--- src/rtl/cpu_pkg.sv ---
// cpu_pkg: shared definitions for the multicycle MIPS datapath.
//   DEFAULT_WIDTH : default operand width of the multiply/divide unit
//   op_e          : mult/div operation select encodings
//   state_e       : multiply/divide unit FSM states
package cpu_pkg;

    localparam int DEFAULT_WIDTH = 32;

    typedef enum logic [1:0] {
        OP_MULT  = 2'b00,
        OP_DIV   = 2'b01,
        OP_MULTU = 2'b10,
        OP_DIVU  = 2'b11
    } op_e;

    typedef enum logic [1:0] {
        S_IDLE = 2'b00,
        S_CALC = 2'b01,
        S_FIN  = 2'b10
    } state_e;

endpackage

--- src/rtl/mult_div_unit_if.sv ---
// mult_div_unit_if: request/result bundle between the control unit / operand
// registers (master) and the multiply/divide unit (slave).
//   start, op, a, b        : request (master -> slave)
//   busy, done, div_zero   : status  (slave -> master)
//   hi, lo                 : HI/LO result registers (slave -> master)
interface mult_div_unit_if #(
    parameter int WIDTH = cpu_pkg::DEFAULT_WIDTH
);
    logic             start;
    logic [1:0]       op;
    logic [WIDTH-1:0] a;
    logic [WIDTH-1:0] b;
    logic             busy;
    logic             done;
    logic             div_zero;
    logic [WIDTH-1:0] hi;
    logic [WIDTH-1:0] lo;

    modport master (
        output start, op, a, b,
        input  busy, done, div_zero, hi, lo
    );

    modport slave (
        input  start, op, a, b,
        output busy, done, div_zero, hi, lo
    );
endinterface

--- src/rtl/mult_div_unit.sv ---
// mult_div_unit: iterative signed multiply (radix-2 Booth) and restoring
// divide, WIDTH iterations plus one result cycle. Quotient/low product to lo,
// remainder/high product to hi. Divide by zero finishes after one cycle with
// div_zero and leaves hi/lo untouched.
// Ports:
//   clk   : clock, rising edge
//   reset : asynchronous, active-low
//   bus   : mult_div_unit_if.slave (start, op, a, b -> busy, done, div_zero, hi, lo)
// Build option: define MULTDIV_UNSIGNED_EN to make op 10/11 unsigned multu/divu;
// otherwise op[1] is ignored.
module mult_div_unit
    import cpu_pkg::*;
#(
    parameter int WIDTH = DEFAULT_WIDTH
) (
    input  logic           clk,
    input  logic           reset,
    mult_div_unit_if.slave bus
);

    localparam int CW = (WIDTH > 1) ? $clog2(WIDTH) : 1;
`ifdef MULTDIV_UNSIGNED_EN
    localparam logic UNS_EN = 1'b1;
`else
    localparam logic UNS_EN = 1'b0;
`endif

    state_e           state, state_nxt;
    logic [CW-1:0]    cnt;
    logic             is_div, zf, corr, neg_q, neg_r;
    logic [WIDTH:0]   opnd;      // sign/zero-extended multiplicand, or divisor magnitude
    logic [WIDTH:0]   acc_u;     // Booth upper partial product / division remainder
    logic [WIDTH-1:0] acc_l;     // multiplier bits / dividend-then-quotient bits
    logic             acc_q;     // Booth q(-1) bit
    logic [WIDTH-1:0] hi_r, lo_r;

    // Request decode (only meaningful in the start cycle)
    logic             in_div, in_uns, in_b_zero;
    logic [WIDTH-1:0] a_mag, b_mag;

    assign in_div    = (bus.op == OP_DIV) || (bus.op == OP_DIVU);
    assign in_uns    = bus.op[1] & UNS_EN;
    assign in_b_zero = (bus.b == '0);
    assign a_mag     = (!in_uns && bus.a[WIDTH-1]) ? -bus.a : bus.a;
    assign b_mag     = (!in_uns && bus.b[WIDTH-1]) ? -bus.b : bus.b;

    // One iteration of each datapath, plus the final result formatting
    logic [WIDTH:0]   booth_sum, m_u_nxt, d_shift, d_u_nxt;
    logic [WIDTH+1:0] d_diff;
    logic [WIDTH-1:0] m_l_nxt, d_l_nxt, r_mag, res_hi, res_lo;

    always_comb begin
        booth_sum = acc_u;
        case ({acc_l[0], acc_q})
            2'b01:   booth_sum = acc_u + opnd;
            2'b10:   booth_sum = acc_u - opnd;
            default: booth_sum = acc_u;
        endcase
        m_u_nxt = {booth_sum[WIDTH], booth_sum[WIDTH:1]};
        m_l_nxt = {booth_sum[0], acc_l[WIDTH-1:1]};

        d_shift = {acc_u[WIDTH-1:0], acc_l[WIDTH-1]};
        d_diff  = {1'b0, d_shift} - {1'b0, opnd};
        if (!d_diff[WIDTH+1]) begin
            d_u_nxt = d_diff[WIDTH:0];
            d_l_nxt = {acc_l[WIDTH-2:0], 1'b1};
        end else begin
            d_u_nxt = d_shift;
            d_l_nxt = {acc_l[WIDTH-2:0], 1'b0};
        end
        r_mag = d_u_nxt[WIDTH-1:0];

        if (is_div) begin
            res_lo = neg_q ? -d_l_nxt : d_l_nxt;
            res_hi = neg_r ? -r_mag : r_mag;
        end else begin
            // Booth treats the multiplier as signed; for multu with its MSB set
            // the product is short by multiplicand * 2^WIDTH.
            res_lo = m_l_nxt;
            res_hi = m_u_nxt[WIDTH-1:0] + (corr ? opnd[WIDTH-1:0] : '0);
        end
    end

    always_comb begin
        state_nxt = state;
        case (state)
            S_IDLE:  if (bus.start) state_nxt = (in_div && in_b_zero) ? S_FIN : S_CALC;
            S_CALC:  if (cnt == '0) state_nxt = S_FIN;
            S_FIN:   state_nxt = S_IDLE;
            default: state_nxt = S_IDLE;
        endcase
    end

    always_ff @(posedge clk or negedge reset) begin
        if (!reset) begin
            state  <= S_IDLE;
            cnt    <= '0;
            is_div <= 1'b0;
            zf     <= 1'b0;
            corr   <= 1'b0;
            neg_q  <= 1'b0;
            neg_r  <= 1'b0;
            opnd   <= '0;
            acc_u  <= '0;
            acc_l  <= '0;
            acc_q  <= 1'b0;
            hi_r   <= '0;
            lo_r   <= '0;
        end else begin
            state <= state_nxt;
            case (state)
                S_IDLE: begin
                    if (bus.start) begin
                        is_div <= in_div;
                        zf     <= in_div && in_b_zero;
                        corr   <= !in_div && in_uns && bus.b[WIDTH-1];
                        neg_q  <= in_div && !in_uns && (bus.a[WIDTH-1] ^ bus.b[WIDTH-1]);
                        neg_r  <= in_div && !in_uns && bus.a[WIDTH-1];
                        cnt    <= CW'(WIDTH - 1);
                        acc_u  <= '0;
                        acc_q  <= 1'b0;
                        if (in_div) begin
                            opnd  <= {1'b0, b_mag};
                            acc_l <= a_mag;
                        end else begin
                            opnd  <= {~in_uns & bus.a[WIDTH-1], bus.a};
                            acc_l <= bus.b;
                        end
                    end
                end
                S_CALC: begin
                    cnt <= cnt - 1'b1;
                    if (is_div) begin
                        acc_u <= d_u_nxt;
                        acc_l <= d_l_nxt;
                    end else begin
                        acc_u <= m_u_nxt;
                        acc_l <= m_l_nxt;
                        acc_q <= acc_l[0];
                    end
                    if (cnt == '0) begin
                        hi_r <= res_hi;
                        lo_r <= res_lo;
                    end
                end
                default: ;
            endcase
        end
    end

    assign bus.busy     = (state == S_CALC);
    assign bus.done     = (state == S_FIN);
    assign bus.div_zero = (state == S_FIN) && zf;
    assign bus.hi       = hi_r;
    assign bus.lo       = lo_r;

endmodule

--- src/flat_wrapper.sv ---
// flat-port wrapper written by rule: the top's interface ports become plain ports
module mult_div_unit_flat import cpu_pkg::*;
#(
    parameter int WIDTH = DEFAULT_WIDTH
)
  (clk, reset, bus_start, bus_op, bus_a, bus_b, bus_busy, bus_done, bus_div_zero, bus_hi, bus_lo);
  mult_div_unit_if #(.WIDTH(WIDTH)) bus_i ();
  input  logic clk;
  input  logic reset;
  input wire logic [$bits(bus_i.start)-1:0] bus_start;
  input wire logic [$bits(bus_i.op)-1:0] bus_op;
  input wire logic [$bits(bus_i.a)-1:0] bus_a;
  input wire logic [$bits(bus_i.b)-1:0] bus_b;
  output wire logic [$bits(bus_i.busy)-1:0] bus_busy;
  output wire logic [$bits(bus_i.done)-1:0] bus_done;
  output wire logic [$bits(bus_i.div_zero)-1:0] bus_div_zero;
  output wire logic [$bits(bus_i.hi)-1:0] bus_hi;
  output wire logic [$bits(bus_i.lo)-1:0] bus_lo;
  assign bus_i.start = bus_start;
  assign bus_i.op = bus_op;
  assign bus_i.a = bus_a;
  assign bus_i.b = bus_b;
  assign bus_busy = bus_i.busy;
  assign bus_done = bus_i.done;
  assign bus_div_zero = bus_i.div_zero;
  assign bus_hi = bus_i.hi;
  assign bus_lo = bus_i.lo;
  mult_div_unit #(.WIDTH(WIDTH)) u_core (.clk(clk), .reset(reset), .bus(bus_i));
endmodule
--- config.mk ---
export PLATFORM = sky130hd
export DESIGN_NAME = mult_div_unit_flat
export DESIGN_NICKNAME = d
export VERILOG_FILES = /design/src/rtl/cpu_pkg.sv /design/src/rtl/mult_div_unit_if.sv /design/src/rtl/mult_div_unit.sv /design/src/flat_wrapper.sv
export SDC_FILE = /design/constraint.sdc
export NUM_CORES = 1
export LEC_CHECK = 0
export CORE_MARGIN = 4
export CORE_UTILIZATION = 50
export DETAILED_ROUTE_END_ITERATION = 6
export HOLD_SLACK_MARGIN = 0.02
export PLACE_DENSITY_LB_ADDON = 0.1
export REMOVE_ABC_BUFFERS = 1
export SLEW_MARGIN = 20
export SYNTH_ARGS = -nofsm -noshare
export SYNTH_HDL_FRONTEND = slang
export SYNTH_SLANG_ARGS = --single-unit
--- constraint.sdc ---
create_clock -name clk -period 8.58 [get_ports clk]
set_input_delay 2.574 -clock clk [delete_from_list [all_inputs] [get_ports clk]]
set_output_delay 2.574 -clock clk [all_outputs]
set_load 0.01 [all_outputs]
Word level (Yosys, flattened, before mapping)
Index checks and enable logic that the tools add are counted.
{"block": "word_totals", "in_bits": 69, "output_inout_bits": 67, "wordCells": 70, "reg_bits": 174}
{"block": "op_classes", "n_mux": 26, "n_reduce_logical": 14, "eq_ne": 9, "n_bitwise": 1, "n_addsub": 8}
{"op": "$mux W32", "count": 9}
{"op": "$mux W33", "count": 4}
{"op": "$pmux W33 S2", "count": 2}
{"op": "$neg A32 Y32", "count": 4}
{"op": "$pmux W32 S2", "count": 1}
{"op": "$sub A33 B33 Y34", "count": 1}
{"op": "$add A33 B33 Y33", "count": 1}
{"op": "$sub A33 B33 Y33", "count": 1}
{"op": "$logic_not A32 Y1", "count": 1}
{"op": "$pmux W5 S2", "count": 1}
{"op": "$reduce_and A2 Y1", "count": 4}
{"op": "$eq A2 B1 Y1 const B", "count": 3}
{"op": "$eq A2 B2 Y1 const B", "count": 3}
{"op": "$mux W2", "count": 3}
{"op": "$logic_not A5 Y1", "count": 1}
{"op": "$mux W5", "count": 1}
{"op": "$sub A5 B1 Y5 const B", "count": 1}
{"op": "$logic_and A1 B1 Y1", "count": 4}
{"op": "$ne A2 B2 Y1 const B", "count": 2}
{"op": "$pmux W2 S2", "count": 1}
{"op": "$mux W1", "count": 3}
{"op": "$reduce_and A3 Y1", "count": 1}
{"op": "$logic_not A2 Y1", "count": 1}
{"op": "$ne A2 B1 Y1 const B", "count": 1}
{"op": "4 further kinds", "count": 4}

Depth between registers and ports, before layout
Gate-level depths: netlist of run 1.
{"block": "logic_depth", "word_depth": 6, "mapped_depth": 24, "ltp_nobuf": 21}

Least setup slack after synthesis of run 1
OpenSTA, ideal clock, no wires.
{"block": "synth_timing", "path_type": "input-to-reg", "from": "input bus_a[5]", "to": "register u_core.acc_l[28]", "setup_time_ns": 0.142, "path_slack_ns": 3.100, "path_stages": 12, "arrival_ns": 5.338, "path_buffers": 0, "required_time_ns": 8.438, "cell_sequence": "or4_1 > nor2_1 > nand2_1 > or4_4 > or3_1 > or4_4 > nand2b_4 > o31ai_1 > xor2_1 > nand2_1 > o21ai_0 > o221ai_1"}
{"block": "synth_via", "elab_chain_cells": 5}
{"element": "start: declaration", "line_no": "flat_wrapper.sv:12", "text": "input wire logic [$bits(bus_i.a)-1:0] bus_a;"}
{"element": "$neg A32 Y32", "line_no": "mult_div_unit.sv:44", "text": "assign a_mag = (!in_uns && bus.a[WIDTH-1]) ? -bus.a : bus.a;"}
{"element": "$mux W32", "line_no": "mult_div_unit.sv:44"}
{"element": "$mux W32", "line_no": "mult_div_unit.sv:122", "text": "if (in_div) begin"}
{"element": "$mux W32", "line_no": "mult_div_unit.sv:113", "text": "if (bus.start) begin"}
{"element": "$pmux W32 S2", "line_no": "mult_div_unit.sv:111", "text": "case (state)"}
{"element": "end signal: assignment", "line_no": "mult_div_unit.sv:124", "text": "acc_l <= a_mag;"}
{"element": "end signal: assignment", "line_no": "mult_div_unit.sv:127", "text": "acc_l <= bus.b;"}
{"element": "end signal: assignment", "line_no": "mult_div_unit.sv:135", "text": "acc_l <= d_l_nxt;"}
{"element": "end: declaration", "line_no": "mult_div_unit.sv:33", "text": "logic [WIDTH-1:0] acc_l;"}
No other way between the ends. The select of a mux whose other input is x is not followed.
A chain may end at the register's enable or synchronous reset.

Worst setup path in the final report of run 1
{"block": "layout_timing", "from": "input bus_a[4]", "to": "register u_core.acc_l[28]"}
Same word-level chain as after synthesis.

==> results by stage, run 1 <==
Synthesis:
- The mean instance size in the synthesized netlist is 7.79 um^2.
- The fraction of registers with async set or reset after synthesis is 1.00.
- Counting flops with a built-in enable in the synthesized netlist gives 0.
- The count of cell types in the netlist is 88.
- Ranked by total cell area, the synthesized netlist is headed by dfrtp_1 (27%), o21ai_0 (7.0%), nand2_1 (6.1%).
- The total number of yosys warnings is 0.
- The most used flip-flop cell after synthesis is dfrtp_1.
- The top cell type by total area after synthesis is dfrtp_1.
- The post-synthesis cell count is slightly above 2000.
- The proportion of synthesized chip area in sequential cells is 0.270.
- Of the post-synthesis cell area, the dominant cell type holds 0.270.
- The register bit count reported by yosys is 174.
- The mapped netlist covers around 16000 um^2.

Critical path:
- The startpoint of the most critical register-to-register path is u_core.acc_u[5].
- Of all nets on the critical path, the largest fanout is 4.
- The most critical setup path has its startpoint at bus_a[4].
- On the critical path, the stage with the largest delay is an instance of or4_1.
- The critical path is of the in2reg type.
- The endpoint arrival time on the critical path is 6.14 ns.
- In this design, the stage delay of the slowest critical-path cell is approximately 0.55 ns.
- The critical path goes through clkdlybuf4s50_1, or4_1, nor2_1, nand2_1, or4_4, or3_1, or4_4, nand2b_4, o31ai_1, xor2_1, nand2_1, o21ai_0, o221ai_1.
- The required time at the worst-slack endpoint is 8.88 ns.
- The category of the worst setup path launch point is an input port.
- The logic depth of the worst register-to-register path is 18.
- The critical path capture point type is a register.
- The slack of the worst reg-to-reg path is between 2 and 3 ns.

Min path:
- The worst hold path class is reg2reg.
- The worst hold path passes through 2 cells.
- The worst min-delay path startpoint is u_core.bus.hi[17].

Layout:
- In the final design database the tool counted between 2000 and 2500 nets.
- The post-synthesis to final-layout area growth is 12.8%.
- For this run, the share of the core covered by cells in the final layout is 0.574.
- The number of antenna diodes is 0.
- In the final layout, the share of cells above drive strength 1 is 0.0509.

Clocking:
- Hold repair after CTS inserted 0 buffers.
- The number of buffers inserted during clock tree synthesis is 17.
- The insertion delay of the later-clocked pin in the worst-skew pair is between 0.4 and 0.5 ns.
- In this run the number of H-tree levels came out at 4.
- The clock tree from TritonCTS is yes.
- The clock net in this run drives a total of about 170 sinks.
- The number of gates given a new drive strength after cts is 0.
- Once the clock tree was built, the setup fixing pass inserted 0 buffers.
- Clock-pin slew was measured on the worst setup and hold paths at about 0.060 ns.
- The master cell of the clock root buffer is clkbuf_16.
- The number of buffers between clock root and the deepest sink is 2.

Floorplan:
- The area of the core region is 31600 um^2.
- The initial standard-cell utilization of the core is 0.509.
- The die is about 190 um tall.
- 136 I/O pins were placed.
- The die area is approximately 35000 um^2.
- The count of standard-cell rows is 65.
- The die is 187 um wide.

Timing:
- The worst slew margin relative to its limit is 0.327.
- The post-route minimum period is roughly 5.8 ns.
- The period utilization is 0.680.
- The sum of negative setup slack is 0 ns.
- The hold violation count in the final report was 0.
- The final number of max-transition violations is 0.
- The number of setup violations in the final report is 0.
- For the pin with the worst max-slew slack, the measured transition is between 0.9 and 1 ns.
- Setup repair after global routing left no endpoint under its margin.
- Across the routed clock network, the largest skew measured is ~0.017 ns.
- Hold timing on the final database bottoms out at a slack of ~0.47 ns.
- Static timing analysis puts the maximum clock frequency at about 0.17 GHz.

Routing:
- The number of vias per cell after detailed routing is 6.25.
- In this run, the number of DRC markers left after iteration 0 of detailed routing was roughly 1200.
- The routed design has about 52000 um of wire.
- Summing over every cut layer, the via total after detailed routing is 15759.
- The routed wire length per instance is just over 20 um.
- The number of remaining DRC errors is 0.
- The number of routed nets with antenna violations is 0.
- The first-pass iteration count of the detailed router is 7.

Global route:
- For this run the aggregate overflow at the end of global routing stands at 0.
- The number of antenna violations at the first check in global routing is 0.
- Entering global routing, the biggest net connects 94 pins.
- The global-route usage over all layers is 0.295.
- The first-pass GRT wire length is 84500 um.
- The via count of the first global-routing pass is roughly 15000.

Place:
- The number of input and output port buffers inserted is roughly 130.
- After legalization and detailed placement, the total HPWL measured approximately 38000 um.
- The congestion estimate from routability-driven global placement came to 0.953.

Run:
- The number of violations of the max-capacitance limit is 0.

Status:
- The flow ran to the end, and the final reports show no timing, DRC or antenna violations.
[critical path: cells and delay by family]
family	cells	cell delay (ns)
xor+xnor	1	0.17
buf+inv	1	0.48
simple gates	8	2.37
compound gates	3	0.55
[cell usage in the layout, fill, tap and decap left out, types with 13 or more instances in the layout]
master / instances
and2_1: 17
and3_1: 15
o31ai_1: 37
a21o_1: 33
nor2b_1: 26
nand3_1: 55
nand2b_1: 13
o211ai_1: 42
a211oi_1: 43
mux2i_1: 54
inv_1: 64
nor2_1: 131
clkdlybuf4s50_1: 132
a31o_2: 16
nor4_1: 17
dfrtp_1: 173
clkbuf_16: 17
nand2_1: 259
o21ai_0: 224
nand4_1: 13
ha_1: 72
o41ai_1: 13
xnor2_1: 100
nor3_1: 31
xor2_1: 91
buf_4: 19
or4_1: 17
or3_1: 29
a31oi_1: 21
a21oi_1: 161
o21a_1: 13
o221ai_1: 26
[state kept, by name, summed over array words and instances (netlist names)]
signal and flops:
u_core.acc_u 33, u_core.opnd 33, u_core.acc_l 32, u_core.bus.hi 32
u_core.bus.lo 32, u_core.cnt 5, u_core.state 2, u_core.acc_q 1
u_core.is_div 1, u_core.neg_q 1, u_core.neg_r 1, u_core.zf 1
[cells in the mapped netlist (6+ instances only)]
master,instances
dfrtp_1,174
o41ai_1,13
buf_1,18
mux2i_1,54
o31ai_1,37
a31oi_1,21
nand2b_1,14
a21oi_1,161
xnor2_1,100
xor2_1,91
nand4_1,13
a21o_1,33
o31a_1,8
o211ai_1,42
or4_1,17
a41oi_1,8
nor2_1,132
o21a_1,13
nor4_1,17
ha_1,73
o221ai_1,26
a31o_2,16
o21ai_0,224
o21bai_1,6
nand2_1,261
buf_2,14
clkbuf_1,98
or3_1,29
inv_1,64
a211oi_1,43
and3_1,15
nand3_1,55
and2_1,18
nor3_1,31
nor2b_1,26
[cells by family (layout without fill, tap and decap cells)]
| group | after synthesis | in the layout | synth area share |
|---|---|---|---|
| AOI/OAI and AO/OA | 717 | 717 | 0.288 |
| and+or+nand+nor | 657 | 657 | 0.194 |
| buffers and inverters | 196 | 248 | 0.0471 |
| xor gates and xnor gates | 191 | 191 | 0.104 |
| DFF | 174 | 174 | 0.270 |
| adders and majority gates | 75 | 75 | 0.0592 |
| muxes | 59 | 59 | 0.0371 |
[through the flow]
| stage | worst slack, ns | instance area (um^2) | std cells |
|---|---|---|---|
| final | 2.74 | 18200 | 2523 |
| after floorplan | 3.03 | 15600 | 1938 |
| after global placement | 2.33 | 17600 | 2493 |
| after detailed placement | 2.32 | 17600 | 2493 |
| after global routing | 2.58 | 18200 | 2523 |
| after CTS | 2.78 | 18200 | 2523 |
[area by class of cell]
type / instances / area, um^2
clock inverter: 7 / 55.1
tap: 402 / 503
multi-input combinational: 1699 / 11000
fill: 2960 / 13500
inverter: 65 / 249
sequential: 174 / 4360
timing repair buffer: 153 / 1490
clock buffer: 23 / 488
[final timing paths]
| path | to |
|---|---|
| setup / recovery | u_core.acc_l[28] |
| hold / removal | u_core.bus.hi[17] |
| setup reg to reg | u_core.bus.hi[28] |
| hold reg to reg | u_core.bus.hi[17] |
| max in group asynchronous | u_core.is_div |
| min in group asynchronous | u_core.acc_u[9] |
[per-layer routing]
| metal | GRT usage | vias up | share of wire |
|---|---|---|---|
| met5 | 0 | - | 0 |
| met3 | 0.0603 | 46 | 0.071 |
| met4 | 0.0604 | 0 | 0.015 |
| li1 | - | 7664 | - |
| met1 | 0.433 | 7495 | 0.48 |
| met2 | 0.454 | 554 | 0.44 |
Power of run 1 is left out: the tool's default activity adds up to more than one toggle a clock period on the data nets, which glitch-free logic cannot reach.
==> inputs of run 2 (changes only) <==
Clock period 8.58 ns to 4.68 ns, I/O delays scaled along.
==> run 2 against run 1 <==
  * Final cell count up 7.8%
  * Via count rose by 6.2%
  * Register-to-register slack lost 2.8 ns
  * Cell area increased by 10%
  * Critical endpoint is now u_core.bus.hi[31]
  * Largest cell class unchanged
  * Highest routed layer is now met5
==> results by stage, run 2 (synthesis gave the netlist of run 1 again) <==
Routing:
- The number of remaining DRC errors is 0 (unchanged).
- The via count is 16742 (+6.2%).
- The routed wire length per instance came to 20.5 um (-1.2%).
- The DRC violation total after the first TritonRoute iteration is 1517 (+26%).
- The number of vias per cell after detailed routing is 6.15 (-1.5%).
- The final routed wirelength across all metal layers came to 55700 um (+6.6%).
- The number of routed nets with antenna violations is 0 (unchanged).
- The first-pass iteration count of the detailed router is 5 (-2).

Layout:
- The filler cell count in the final layout was 2824 (-4.6%).
- The most common library cell in the layout ignoring fill and taps is nand2_1.
- The final layout net count came to 2451 (+8.7%).
- Relative to the synthesized area, the layout overhead comes to 24.2%.
- The library cells used most frequently in the layout, excluding fill and tap cells, are nand2_1 (258), o21ai_0 (216), buf_4 (210).
- The number of antenna diodes is 0 (unchanged).
- The share of cells above drive strength 1 came to 0.156 (+0.105).
- In the final layout, the registers with the most flip-flops are u_core.acc_u x33, u_core.opnd x33.

Global route:
- The aggregate global routing overflow is 0 (unchanged).
- The number of antenna violations at the first check in global routing is 2 (+2).
- The first-pass GRT wire length was 88400 um (+4.6%).
- The via count of the first global-routing pass is 16144 (+7.5%).
- The pin count of the biggest net entering global routing was 90 (-4.3%).
- The global-route usage over all layers is 0.311 (+0.0160).

Floorplan:
- The count of standard-cell rows was 65 (unchanged).
- The initial standard-cell utilization of the core is 0.509 (unchanged).
- The area of the core region was 31600 um^2 (unchanged).
- The number of placed I/O pins is 136 (unchanged).
- The die area came to 35200 um^2 (unchanged).
- The die span in x is 187 um (unchanged).
- The die height was 187 um (unchanged).

Critical path:
- STA classifies the critical path startpoint as a register.
- The worst setup path is captured at a register.
- The endpoint arrival time on the critical path is 4.91 ns (-1.23 ns).
- The critical-path maximum fanout came to 5 (+1).
- The required time at the worst-slack endpoint is 5.02 ns (-3.86 ns).
- The path type of the worst setup path is reg2reg.

Clocking:
- The clock tree from TritonCTS is yes.
- The number of levels in the clock H-tree is 4 (unchanged).
- The number of buffers between clock root and the deepest sink is 2 (unchanged).
- The register clock-pin slew on the reported worst setup and hold paths is 0.07 ns (about the same).
- The master cell of the clock root buffer is clkbuf_16.
- The count of clock tree sinks is 174 (unchanged).
- The number of buffers inserted during clock tree synthesis is 17 (unchanged).
- The number of hold buffers added after CTS is 0 (unchanged).
- The insertion delay of the later-clocked pin in the worst-skew pair is 0.46 ns (about the same).

Timing:
- The number of setup violations in the final report is 0 (unchanged).
- The clock tree skew after final layout is 0.0181 ns (+0.00132 ns).
- The worst-margin pin slew is 1.17 ns (+0.172 ns).
- The final number of max-transition violations was 0 (unchanged).
- Timing would allow up to between 0.2 and 0.25 GHz.
- Counting I/O delays and the setup requirement, the final critical path takes around 4.6 ns.
- The hold violation count in the final report is 0 (unchanged).
- The worst hold slack is 0.475 ns (+0.000937 ns).
- The worst slew margin relative to its limit is 0.212 (-0.116).
- The final critical-path setup slack was 0.106 ns (-2.64 ns).
- Setup repair after global routing could not meet its margin everywhere.
- The period utilization is 0.977.

Status:
- The flow ran to the end, and the final reports show no timing, DRC or antenna violations.

Run:
- The number of violations of the max-capacitance limit is 0 (unchanged).

Place:
- The number of input and output port buffers inserted is 134 (unchanged).
- The final HPWL from detailed placement is 42200 um (+9.9%).
- The weighted congestion at the end of routability-driven global placement is 0.933 (-2.0%).
- The worst setup timing slack at the placement stage is -0.351 ns (-2.67 ns).

Min path:
- The path class of the tightest hold or removal check is reg2reg.
-- run 2: cell types whose count changed in the layout (fill, tap and decap cells not counted), moves of 6 or more --
| cell | change |
|---|---|
| buf_4 | +191 |
| a21oi_1 | -8 |
| o21ai_0 | -8 |
| a21oi_2 | +7 |
| o21ai_1 | +6 |
| xnor2_1 | -6 |
| xnor2_2 | +6 |
-- run 2: routing by layer --
metal,global-route usage,vias up,share of wire
met4,0.0943,2,0.028
met5,0,-,0.00031
met2,0.476,629,0.43
met1,0.444,7991,0.47
met3,0.0666,78,0.073
li1,-,8042,-
-- run 2: worst paths after layout --
kind	start	endpoint	slack, ns	cells past startpoint
worst max register to register	u_core.opnd[2]	u_core.bus.hi[31]	0.11	19
worst max-delay path	u_core.opnd[2]	u_core.bus.hi[31]	0.11	19
worst min-delay path	u_core.bus.hi[24]	u_core.bus.hi[24]	0.48	2
min in group asynchronous	reset	u_core.acc_u[8]	0.96	1
worst min register to register	u_core.bus.hi[24]	u_core.bus.hi[24]	0.48	2
max in group asynchronous	reset	u_core.bus.lo[26]	2.87	2
-- run 2: layout make-up --
type	instances	area [um^2]	area share
multi-input combinational	1699	11300	0.567
tap	402	503	0.0251
sequential	174	4360	0.218
inverter	65	249	0.0124
timing repair buffer	350	3010	0.150
clock buffer	18	439	0.0219
clock inverter	13	106	0.00531
-- run 2: metrics by stage --
step,utilization,area (um^2),TNS (ns),cells
finish,0.633,20000,0,2721
global route,0.633,20000,-0.453,2721
CTS,0.619,19600,-0.00736,2706
detailed placement,0.602,19000,-3.35,2675
global placement,0.602,19000,-2.69,2675
floorplan,-,15600,-35.79,1938
-- run 2: worst max-delay path: stages (launching register included) --
cell and delay [ns]:
dfrtp_1 0.39, inv_2 0.07, nand4_1 0.20, nor4_4 0.35, and3_4 0.31, a21oi_4 0.08
xnor2_2 0.23, ha_1 0.29, buf_6 0.13, a311o_1 0.36, a311o_1 0.40, a21oi_2 0.18
a21oi_2 0.09, o31ai_2 0.18, buf_4 0.16, nand2_2 0.05, a221o_1 0.36, mux2i_1 0.20
xnor2_1 0.12, a221o_1 0.30
-- run 2: repair_timing --
action,CTS,global route
pin swaps,0,34
setup endpoints to repair,9,27
buffers inserted,0,15
gates resized for setup,5,69
Power of run 2 is left out for the same reason.
==> inputs of run 3 (changes only) <==
Settings changed: CAP_MARGIN set to 5, MAX_ROUTING_LAYER set to met4.
==> run 3 against run 2 <==
  * First-iteration DRC count fell by 7.4%
  * Routed wire length is 0.11% higher
  * Sequential share of layout area fell by 0.10 points
  * Hold slack is essentially flat
  * Via count fell by 0.51%
  * Register-to-register slack gained 0.05 ns
  * Utilization up 0.29 points
==> results by stage, run 3 (synthesis gave the netlist of run 1 again) <==
Status:
- The run finished with clean final reports.

Timing:
- The post-route minimum period was 4.53 ns (-0.0408 ns).
- The final critical-path setup slack is 0.147 ns (+0.0408 ns).
- The worst-margin pin slew is 1.11 ns (-0.0589 ns).
- The final number of max-transition violations was 0 (unchanged).
- The clock tree skew after final layout was 0.00993 ns (-0.00817 ns).
- The hold violation count in the final report is 0 (unchanged).
- Setup repair after global routing could not meet its margin everywhere.
- The worst slew margin relative to its limit is 0.257 (+0.0452).
- The fmax came to 0.221 GHz (+0.90%).
- The number of setup violations in the final report is 0 (unchanged).
- The period utilization is 0.969 (-0.00871).

Routing:
- The via count was 16657 (-0.51%).
- The number of vias per cell after detailed routing is 6.09 (-1.0%).
- The final routed wirelength across all metal layers is 55800 um (+0.11%).
- The routed wire length per instance is 20.4 um (-0.40%).
- The number of remaining DRC errors is 0 (unchanged).
- The number of routed nets with antenna violations is 0 (unchanged).
- The DRC violation total after the first TritonRoute iteration is 1404 (-7.4%).
- The first-pass iteration count of the detailed router is 5 (unchanged).

Floorplan:
- The number of placed I/O pins was 136 (unchanged).
- The die area is 35200 um^2 (unchanged).
- The die height came to 187 um (unchanged).
- The area of the core region is 31600 um^2 (unchanged).
- The initial standard-cell utilization of the core was 0.509 (unchanged).
- The count of standard-cell rows is 65 (unchanged).
- The die span in x is 187 um (unchanged).

Global route:
- The pin count of the biggest net entering global routing is 94 (+4.4%).
- The number of antenna violations at the first check in global routing is 0 (-2).
- The aggregate global routing overflow came to 0 (unchanged).
- The first-pass GRT wire length is 89000 um (+0.72%).
- The via count of the first global-routing pass is 16223 (+0.49%).
- The global-route usage over all layers came to 0.322 (+0.0104).

Run:
- The number of violations of the max-capacitance limit was 0 (unchanged).

Clocking:
- The insertion delay of the later-clocked pin in the worst-skew pair is 0.46 ns (about the same).
- The count of clock tree sinks is 174 (unchanged).
- The register clock-pin slew on the reported worst setup and hold paths is 0.07 ns (about the same).
- TritonCTS built the clock tree.
- CTS placed an instance of clkbuf_16 at the clock tree root.
- The number of levels in the clock H-tree is 4 (unchanged).
- The number of hold buffers added after CTS is 0 (unchanged).
- The number of buffers inserted during clock tree synthesis is 17 (unchanged).
- The number of buffers between clock root and the deepest sink is 2 (unchanged).

Critical path:
- The worst register-to-register path begins at u_core.opnd[2].
- The required time at the worst-slack endpoint is 4.97 ns (-0.05 ns).
- The slack of the worst reg-to-reg path came to 0.16 ns (+0.05 ns).
- The delay of the slowest cell on the worst path came to 0.56 ns (+0.16 ns).
- In this design, the critical path's most frequently occurring cell is or4_4.
- The worst-path cell with the longest stage delay is or4_4.
- The critical-path maximum fanout is 4 (-1).
- The cell family contributing the most delay on the critical path is simple AND/OR/NAND/NOR gates.
- The logic depth of the worst register-to-register path is 23 (+4).
- The setup path with the least slack is of type in2reg.
- The critical path capture point type is a register.
- The reg-to-reg critical path endpoint is u_core.bus.hi[31].
- The endpoint arrival time on the critical path is 4.82 ns (-0.09 ns).
- The most critical setup path has its startpoint at bus_a[5].
- The critical path buffer and inverter count is 1 (-2).
- STA classifies the critical path startpoint as an input port.
- Walking the worst path, the cells encountered are clkdlybuf4s50_1, or4_4, nor2_2, nand2_1, or4_4, or3_1, or4_4, nand2b_4, o41ai_2, xor2_1, nand2_1, o21ai_0, o221ai_1.

Place:
- The final HPWL from detailed placement is 42200 um (about the same).
- The number of input and output port buffers inserted is 134 (unchanged).
- The worst setup timing slack at the placement stage is -0.358 ns (-0.00779 ns).
- The instance area at placement is 19200 um^2 (+0.72%).
- The cell count after placement is 2694 (+0.71%).
- The weighted congestion at the end of routability-driven global placement is 0.950 (+1.8%).

Min path:
- The tightest min-delay check is of the reg2reg type.
- In this run the most critical hold path is launched from u_core.bus.hi[1].
- The hold path depth is 2 (unchanged).
- The worst hold endpoint is u_core.bus.hi[1].

Layout:
- The filler cell count in the final layout is 2820 (-0.14%).
- The design area is 20100 um^2 (+0.46%).
- The number of antenna diodes is 0 (unchanged).
- The post-layout utilization of the core is 0.636 (+0.00293).
- The largest registers in the layout are u_core.acc_u x33, u_core.opnd x33.
- The top cell types in the final layout, fill and taps aside, are nand2_1 (256), buf_4 (225), o21ai_0 (216).
- The final layout net count is 2464 (+0.53%).
- Leaving out fill and tap cells, the most frequent cell in the layout is nand2_1.
- From synthesis to final layout, the design area changed by 24.8%.
- The final instance count without filler cells is 2735 (+0.51%).
- The share of cells above drive strength 1 is 0.159 (+0.00335).
run 3: cell count changes in the layout (fill, tap and decap cells not counted), sizes merged:
cell / before / now
buf: 218 / 231
clkbuf: 19 / 22
clkinv: 4 / 3
clkinvlp: 3 / 2
run 3: area by class of cell:
type                       instances  area [um^2]  share of cell area
clock buffer                      21          480              0.0239
clock inverter                    11         97.6             0.00485
inverter                          65          249              0.0124
multi-input combinational       1699        11300               0.563
sequential                       174         4360               0.217
tap                              402          503              0.0250
timing repair buffer             363         3100               0.154
run 3: worst register-to-register path, stage by stage (launching register included):
cell     delay, ns
dfrtp_1       0.39
inv_2         0.07
nand4_1       0.21
nor4_4        0.26
and3_4        0.29
buf_6         0.12
nand2_2       0.05
nand2_2       0.08
o21ai_2       0.06
xnor2_1       0.16
buf_4         0.16
ha_4          0.21
and3_4        0.16
o21a_1        0.18
a311o_1       0.30
a21oi_2       0.17
a21oi_2       0.09
o31ai_1       0.24
buf_4         0.17
nand2_2       0.05
a221o_1       0.34
mux2i_1       0.20
xnor2_1       0.12
a221o_1       0.33
run 3: worst max path at each step:
stage                         to  cells after the start  slack [ns]
6_report        u_core.acc_l[26]                     13        0.15
5_1_grt        u_core.bus.hi[31]                     23       -0.12
4_1_cts         u_core.acc_u[30]                     23       0.009
3_5_place_dp    u_core.acc_l[28]                     13       -0.36
3_3_place_gp    u_core.acc_l[28]                     13       -0.34
2_1_floorplan  u_core.bus.hi[31]                      5       -0.69
run 3: per-layer routing:
layer / up-vias / part of all wire / GRT usage
met3: 80 / 0.065 / 0.0493
met2: 596 / 0.45 / 0.498
met1: 7906 / 0.46 / 0.449
met4: 0 / 0.020 / 0.0717
li1: 8075 / - / -
met5: - / 0 / -
run 3: repair_timing:
action	in CTS	in global routing
setup endpoints to repair	10	31
resized for setup	11	54
buffers inserted	3	7
pin swaps	5	25
endpoints found under the hold margin	0	0
run 3: per-stage QoR:
stage,TNS [ns],hold WS (ns)
after global placement,-2.85,0.459
after global routing,-0.339,0.493
after detailed placement,-3.57,0.463
final,0,0.475
after CTS,0,0.480
after floorplan,-35.79,0.430
Power of run 3 is left out for the same reason.
